$ cat src/rtl/slow_gov_pkg.sv
// Shared types and constants for the slow-device governor.
package slow_gov_pkg;

  typedef enum logic [1:0] {
    IDLE   = 2'd0,
    ACCESS = 2'd1,
    HOLD   = 2'd2
  } gov_state_e;

  localparam int unsigned DEFAULT_TICK_DIV = 4096;

endpackage

$ cat src/rtl/slow_tick_div.sv
// Free-running prescaler producing a one-cycle registered Tick every TICK_DIV clocks.
module slow_tick_div
  import slow_gov_pkg::*;
#(
  parameter int unsigned TICK_DIV = DEFAULT_TICK_DIV,
  parameter int unsigned TICK_W   = $clog2(TICK_DIV)
) (
  input  logic CLK,
  input  logic nPOR,
  output logic tick_o
);

  localparam logic [TICK_W-1:0] LAST = TICK_W'(TICK_DIV - 1);

  logic [TICK_W-1:0] presc_q, presc_d;
  logic              tick_q;

  always_comb presc_d = (presc_q == LAST) ? '0 : presc_q + TICK_W'(1);

  // NOTE: sequential state uses non-blocking assignments so every flop samples pre-edge values.
  always_ff @(posedge CLK) begin
    if (!nPOR) begin
      presc_q <= '0;
      tick_q  <= 1'b0;
    end else begin
      presc_q <= presc_d;
      tick_q  <= (presc_q == LAST);
    end
  end

  assign tick_o = tick_q;

endmodule

$ cat src/rtl/slow_gov.sv
// Raises a registered slow-clock request on accesses to slow-enabled devices and
// holds it for SlowTimeout prescaled ticks after the bus goes idle.
module slow_gov
  import slow_gov_pkg::*;
#(
  parameter int unsigned TICK_DIV = DEFAULT_TICK_DIV,
  parameter int unsigned TICK_W   = 12
) (
  input  logic       CLK,
  input  logic       nPOR,
  input  logic       BACT,
  input  logic       IACKCS,
  input  logic       VIACS,
  input  logic       IWMCS,
  input  logic       SCCCS,
  input  logic       SCSICS,
  input  logic       SndCS,
  input  logic       SlowIACK,
  input  logic       SlowVIA,
  input  logic       SlowIWM,
  input  logic       SlowSCC,
  input  logic       SlowSCSI,
  input  logic       SlowSnd,
  input  logic       SlowClockGate,
  input  logic [3:0] SlowTimeout,
  output logic       SlowReq,
  output logic       SlowBusy,
  output logic [3:0] SlowCnt
);

  logic       tick;
  logic       bactr_q;
  logic       start;
  logic       match;
  logic [5:0] sel_hits;

  gov_state_e state_q, state_d;
  logic [3:0] cnt_q, cnt_d;
  logic       req_q, busy_q;

  slow_tick_div #(
    .TICK_DIV (TICK_DIV),
    .TICK_W   (TICK_W)
  ) u_tick_div (
    .CLK    (CLK),
    .nPOR   (nPOR),
    .tick_o (tick)
  );

  // Selects only count on the first sampled cycle of a bus cycle.
  assign start    = BACT & ~bactr_q;
  assign sel_hits = {SndCS  & SlowSnd,
                     SCSICS & SlowSCSI,
                     SCCCS  & SlowSCC,
                     IWMCS  & SlowIWM,
                     VIACS  & SlowVIA,
                     IACKCS & SlowIACK};
  assign match    = start & (|sel_hits);

  always_comb begin
    // NOTE: defaults first so every path assigns state_d/cnt_d and no latch is inferred.
    state_d = state_q;
    cnt_d   = cnt_q;
    if (match) begin
      state_d = ACCESS;
      cnt_d   = SlowTimeout;
    end else begin
      case (state_q)
        IDLE:   state_d = IDLE;
        ACCESS: if (!BACT) state_d = HOLD;
        HOLD: begin
          if (tick) begin
            if (cnt_q != 4'd0) cnt_d = cnt_q - 4'd1;
            else               state_d = IDLE;
          end
        end
        default: state_d = IDLE;
      endcase
    end
  end

  always_ff @(posedge CLK) begin
    if (!nPOR) begin
      bactr_q <= 1'b0;
      state_q <= IDLE;
      cnt_q   <= 4'd0;
      req_q   <= 1'b0;
      busy_q  <= 1'b0;
    end else begin
      bactr_q <= BACT;
      state_q <= state_d;
      cnt_q   <= cnt_d;
      busy_q  <= (state_d != IDLE);
      req_q   <= (state_d != IDLE) && SlowClockGate;
    end
  end

  assign SlowReq  = req_q;
  assign SlowBusy = busy_q;
  assign SlowCnt  = cnt_q;

endmodule
$ cat config.mk
export PLATFORM = sky130hd
export DESIGN_NAME = slow_gov
export DESIGN_NICKNAME = d
export VERILOG_FILES = /design/src/rtl/slow_gov_pkg.sv /design/src/rtl/slow_tick_div.sv /design/src/rtl/slow_gov.sv
export SDC_FILE = /design/constraint.sdc
export NUM_CORES = 1
export LEC_CHECK = 0
export BUFFER_PORTS_ARGS = -buffer_cell sky130_fd_sc_hd__buf_2
export CAP_MARGIN = 20
export CORE_MARGIN = 5
export CORE_UTILIZATION = 47
export DETAILED_ROUTE_END_ITERATION = 10
export GPL_TIMING_DRIVEN = 0
export PLACE_DENSITY = 0.72
export SYNTH_ARGS = -nofsm -noshare
export SYNTH_HDL_FRONTEND = slang
export SYNTH_HIERARCHICAL = 1
export SYNTH_SLANG_ARGS = --single-unit
export TNS_END_PERCENT = 1
$ cat constraint.sdc
create_clock -name CLK -period 1.8 [get_ports CLK]
set_input_delay 0.18 -clock CLK [delete_from_list [all_inputs] [get_ports CLK]]
set_output_delay 0.18 -clock CLK [all_outputs]
set_load 0.05 [all_outputs]
### Yosys cells after proc, flatten, opt, wreduce, memory -nomap -nowiden

Cells that the tools add are included.

| storage, ports and cells | value |
|---|---|
| bits of input ports | 20 |
| logic and storage cells | 40 |
| bits in registers | 22 |

| operators by class | value |
|---|---|
| add/subtract/negate cells | 2 |
| bitwise logic cells | 10 |
| reduce and logical (&&, ||, !) cells | 9 |
| multiplexer cells | 9 |
| equal/unequal tests | 3 |

Operator list:

| operator | count |
|---|---|
| 4-bit 2-to-1 mux | 4 |
| 12-bit by 1-bit adder with 12-bit output, second input constant | 1 |
| 12-bit equality test, second input constant | 1 |
| 1-bit bitwise AND | 8 |
| 2-bit 2-to-1 mux | 4 |
| 2-bit nonzero test | 4 |
| 6-bit OR reduction | 1 |
| 2-bit case mux with 2 select lines | 1 |
| 4-bit nonzero test | 1 |
| 4-bit by 1-bit subtractor with 4-bit output, second input constant | 1 |
| 3-bit AND reduction | 1 |
| 2-bit by 1-bit equality test with 1-bit output, second input constant | 1 |
| 2-bit equality test, second input constant | 1 |
| 1-bit inverter | 2 |
| 2-bit OR reduction | 1 |
| 1-bit logical AND | 1 |

### Depth between registers and ports, before layout

| depth | value |
|---|---|
| depth after elaboration | 7 |
| mapped depth | 6 |
| mapped depth without buffers | 6 |

### Modules after synthesis

The synthesis kept the hierarchy.

By module, submodules not included:

| module | cells an instance | sequential area each (um2) | area each (um2) | instances |
|---|---|---|---|---|
| slow_tick_div | 63 | 260.2 | 579.3 | 1 |
| slow_gov | 54 | 180.2 | 491.7 | 1 |

### Least setup slack after synthesis

Ideal clock, no wire load.

| timing | value |
|---|---|
| path kind | reg2reg |
| start | reg cnt_q[0], in the netlist SlowCnt[0] |
| end | reg cnt_q[1], in the netlist SlowCnt[1] |
| arrival time | 1.678 ns |
| cell stages (with the launch flop) | 7 |
| path buffers | 0 |
| clock period less this slack | 1.735 ns |
| setup time | 0.058 ns |
| setup slack | 0.065 ns |
| cell sequence | dfxtp_1 -> inv_1 -> ha_1 -> nor3b_1 -> or3_1 -> a21oi_1 -> o21a_1 |

| between the ends | value |
|---|---|
| longest elaborated chain between the ends | 5 |
| elaborated cells on any way between the ends | 8 |
| those cells by class | add/sub (1); mux (4); reduce/logical (3) |

Ends and longest elaborated chain:

| item | line | text |
|---|---|---|
| start, declared | slow_gov.sv:38 | `logic [3:0] cnt_q, cnt_d;` |
| start signal, assigned | slow_gov.sv:92 | `cnt_q <= cnt_d;` |
| 4-bit by 1-bit subtractor with 4-bit output | slow_gov.sv:73 | `if (cnt_q != 4'd0) cnt_d = cnt_q - 4'd1;` |
| 4-bit 2-to-1 mux | slow_gov.sv:73 |  |
| 4-bit 2-to-1 mux | slow_gov.sv:72 | `if (tick) begin` |
| 4-bit 2-to-1 mux | slow_gov.sv:68 | `case (state_q)` |
| 4-bit 2-to-1 mux | slow_gov.sv:64 | `if (match) begin` |

Parallel ways exist; a longest one is shown, timed or not. The select of a mux whose other input is x is not followed.
A chain may end at the register's enable or synchronous reset.

### Final worst setup path

| timing | value |
|---|---|
| start | reg u_tick_div.presc_q[0] |
| end | reg u_tick_div.presc_q[3] |

| between the ends | value |
|---|---|
| longest elaborated chain between the ends | 2 |
| elaborated cells on any way between the ends | 3 |
| those cells by class | add/sub (1); eq/ne (1); reduce/logical (1) |

Ends and longest elaborated chain:

| item | line | text |
|---|---|---|
| start, declared | slow_tick_div.sv:15 | `logic [TICK_W-1:0] presc_q, presc_d;` |
| start signal, assigned | slow_tick_div.sv:26 | `presc_q <= presc_d;` |
| parallel branches: the longest is 2 deep, another holds 12-bit by 1-bit adder with 12-bit output | n/a |  |

Several ways; the timed one is not identified.

==> flow_summary.ini <==
[clock_network]
cts_tree = done
htreeDepth = 1
post_cts_buffers = 0
cts_sinks = 22
cts_resized = 0
clock_path_buffers = 2
clk_latency_ps = 300
cts_hold_buf = 0
cts-root-buf = clkbuf_4
clk_pin_slew_ps = 110
cts_buffers = 3

[place]
port-buffer-count = 25
hpwl_mm = 1.67
place_congestion = 0.752

[sta]
drv_slew = 0
max_freq_ghz = 0.631
tightest_slew_ps = 538
post-route-min-period_ps = 1580
finalCritPeriodShare = 0.880
rsz0062_at_grt = no
finalHoldViolations = 0
setup_viol = 0
maxSlewHeadroom = 0.639
skew_ps = 3.53
fin_setup_tns_ps = 0

[logic_synthesis]
yosys_warnings = 6
synth_area_um2 = 1070
netlist_instances = 117
syn_avg_cell_area_um2 = 9.15
ys_ff_latch = 22
synth_ff_type = dfxtp_1
seq_area_frac_synth = 0.411
synth_top_area_share = 0.411
synthArstFlopShare = 0
synth_edf_count = 0
synth_top_area_cell = dfxtp_1
synth_fp_nets = 141
ys_types = 40
synth.area.top_cells = dfxtp_1 41%, ha_1 4.7%, a21oi_1 4.2%

[critical_path]
crit_arrival_ps = 1760
crit_family = compound AO/OA/AOI/OAI gates
crit_required_ps = 1980
crit_slowest_cell = o31ai_2
worstReg2RegStart = u_tick_div/presc_q[0]$_SDFF_PP0_
critPathLaunchType = register
path_buf_inv = 0
reg2reg_slack_ps = 220
path_cells = ha_1 > nand3_1 > o31ai_2 > nor2_1
rr_endpoint = u_tick_div/presc_q[3]$_SDFF_PP0_
reg2regPathDepth = 4
critPathCaptureType = register
slowest_delay_ps = 520
cp_max_fo = 7
crit_type = reg2reg

[final_layout]
drive_gt1_frac = 0.234
syn2layout_area_growth_pct = 17.1
final_common_cell = buf_2
most-common-layout-cells = 25 x buf_2, 22 x dfxtp_1, 11 x inv_1, 9 x a21oi_1, 8 x o21ai_0
fin_util = 0.572
final_nets = 171
diodes = 0

[worst_hold_path]
hp-class = in2reg
hold_path_depth = 2
min_to = bactr_q$_SDFF_PN0_
holdCritStartpoint = BACT

[floorplan]
num_io_pins = 26
dieArea_um2 = 3330
coreArea_um2 = 2190
rows = 17
start_util = 0.489
chipWidth_um = 57.7
die_h_um = 57.7

[drt]
drt_iter0_drc = 24
vias_per_cell = 5.64
wl_per_cell_um = 12.4
routed_wl_mm = 2.14
vias = 976
final_antenna_net_count = 0
dr.pass1.iters = 4
drc_errors = 0

[global_route]
grt-ovfl-total = 0
grt_max_degree = 13
grt_pass1_wl_mm = 3.44
track_usage = 0.130
antenna_found_initial = 0
grt_pass1_vias = 882

[outcome]
status = finished clean

[power]
leakage_nw = 0.522
vdd_drop_max_uv = 463
pwr_density_cell_nw_per_um2 = 692

[job]
max-cap-violations = 0
==> logic make-up after synthesis <==
kind of cell	after synthesis	share of synthesized area
buf+inv	12	0.0491
simple gates	39	0.225
flops	22	0.411
fa+ha+maj	4	0.0467
compound gates	35	0.227
xor+xnor	5	0.0409
==> cell usage after synthesis (2+ instances only) <==
library cell / n
inv_1: 11
o2111ai_1: 2
and2_1: 3
dfxtp_1: 22
nor2_1: 5
or3_1: 7
nor2b_1: 2
a21oi_1: 9
a22oi_1: 3
nand2_1: 5
xnor2_1: 2
xor2_1: 3
ha_1: 4
o21ai_0: 8
nand3_1: 6
==> through the flow <==
step | power, mW | hold WS [ps] | setup slack, ps | cells | area [um^2]
after detailed placement | 0.667 | 425 | 224 | 170 | 1230
after global routing | 0.920 | 95.7 | 114 | 173 | 1250
after CTS | 0.883 | 97.6 | 212 | 173 | 1250
after floorplan | 0.621 | 298 | 64.5 | 117 | 1070
final | 0.868 | 111 | 215 | 173 | 1250
after global placement | 0.664 | 417 | 244 | 170 | 1230
==> layer usage <==
metal,GRT usage,vias to the layer above,part of all wire
met2,0.240,21,0.48
met1,0.131,458,0.43
met3,0.0356,4,0.070
li1,-,493,-
met4,0.0695,0,0.014
met5,0,-,0
==> worst max path at each step <==
stage / end / cells after the start / from
after floorplan: SlowCnt[1]$_SDFFE_PN0P_ / 6 / SlowCnt[0]$_SDFFE_PN0P_
after global placement: u_tick_div/presc_q[4]$_SDFF_PP0_ / 4 / u_tick_div/presc_q[0]$_SDFF_PP0_
after detailed placement: u_tick_div/presc_q[3]$_SDFF_PP0_ / 4 / u_tick_div/presc_q[0]$_SDFF_PP0_
after CTS: u_tick_div/presc_q[3]$_SDFF_PP0_ / 4 / u_tick_div/presc_q[0]$_SDFF_PP0_
after global routing: SlowCnt[0]$_SDFFE_PN0P_ / 6 / SlowCnt[0]$_SDFFE_PN0P_
final: u_tick_div/presc_q[3]$_SDFF_PP0_ / 4 / u_tick_div/presc_q[0]$_SDFF_PP0_
==> power breakdown <==
| part | total (mW) | switching (mW) | internal [mW] | leakage (nW) |
|---|---|---|---|---|
| Combinational | 0.135 | 0.0823 | 0.0526 | 0.329 |
| Clock | 0.213 | 0.135 | 0.0781 | 0.0138 |
| Sequential | 0.521 | 0.0163 | 0.504 | 0.179 |
==> area by class of cell <==
type | instances | area [um^2]
Buffer | 1 | 11.3
Clock buffer | 3 | 22.5
Fill cell | 202 | 937
Inverter | 11 | 41.3
Multi-Input combinational cell | 83 | 578
Sequential cell | 22 | 440
Tap cell | 28 | 35.0
Timing Repair Buffer | 25 | 125
==> registers in the layout, indices dropped and copies added (netlist names) <==
name	count
u_tick_div/presc_q	12
SlowCnt	4
state_q	2
SlowBusy	1
SlowReq	1
bactr_q	1
u_tick_div/tick_o	1
(Power assumes the default switching activity.)
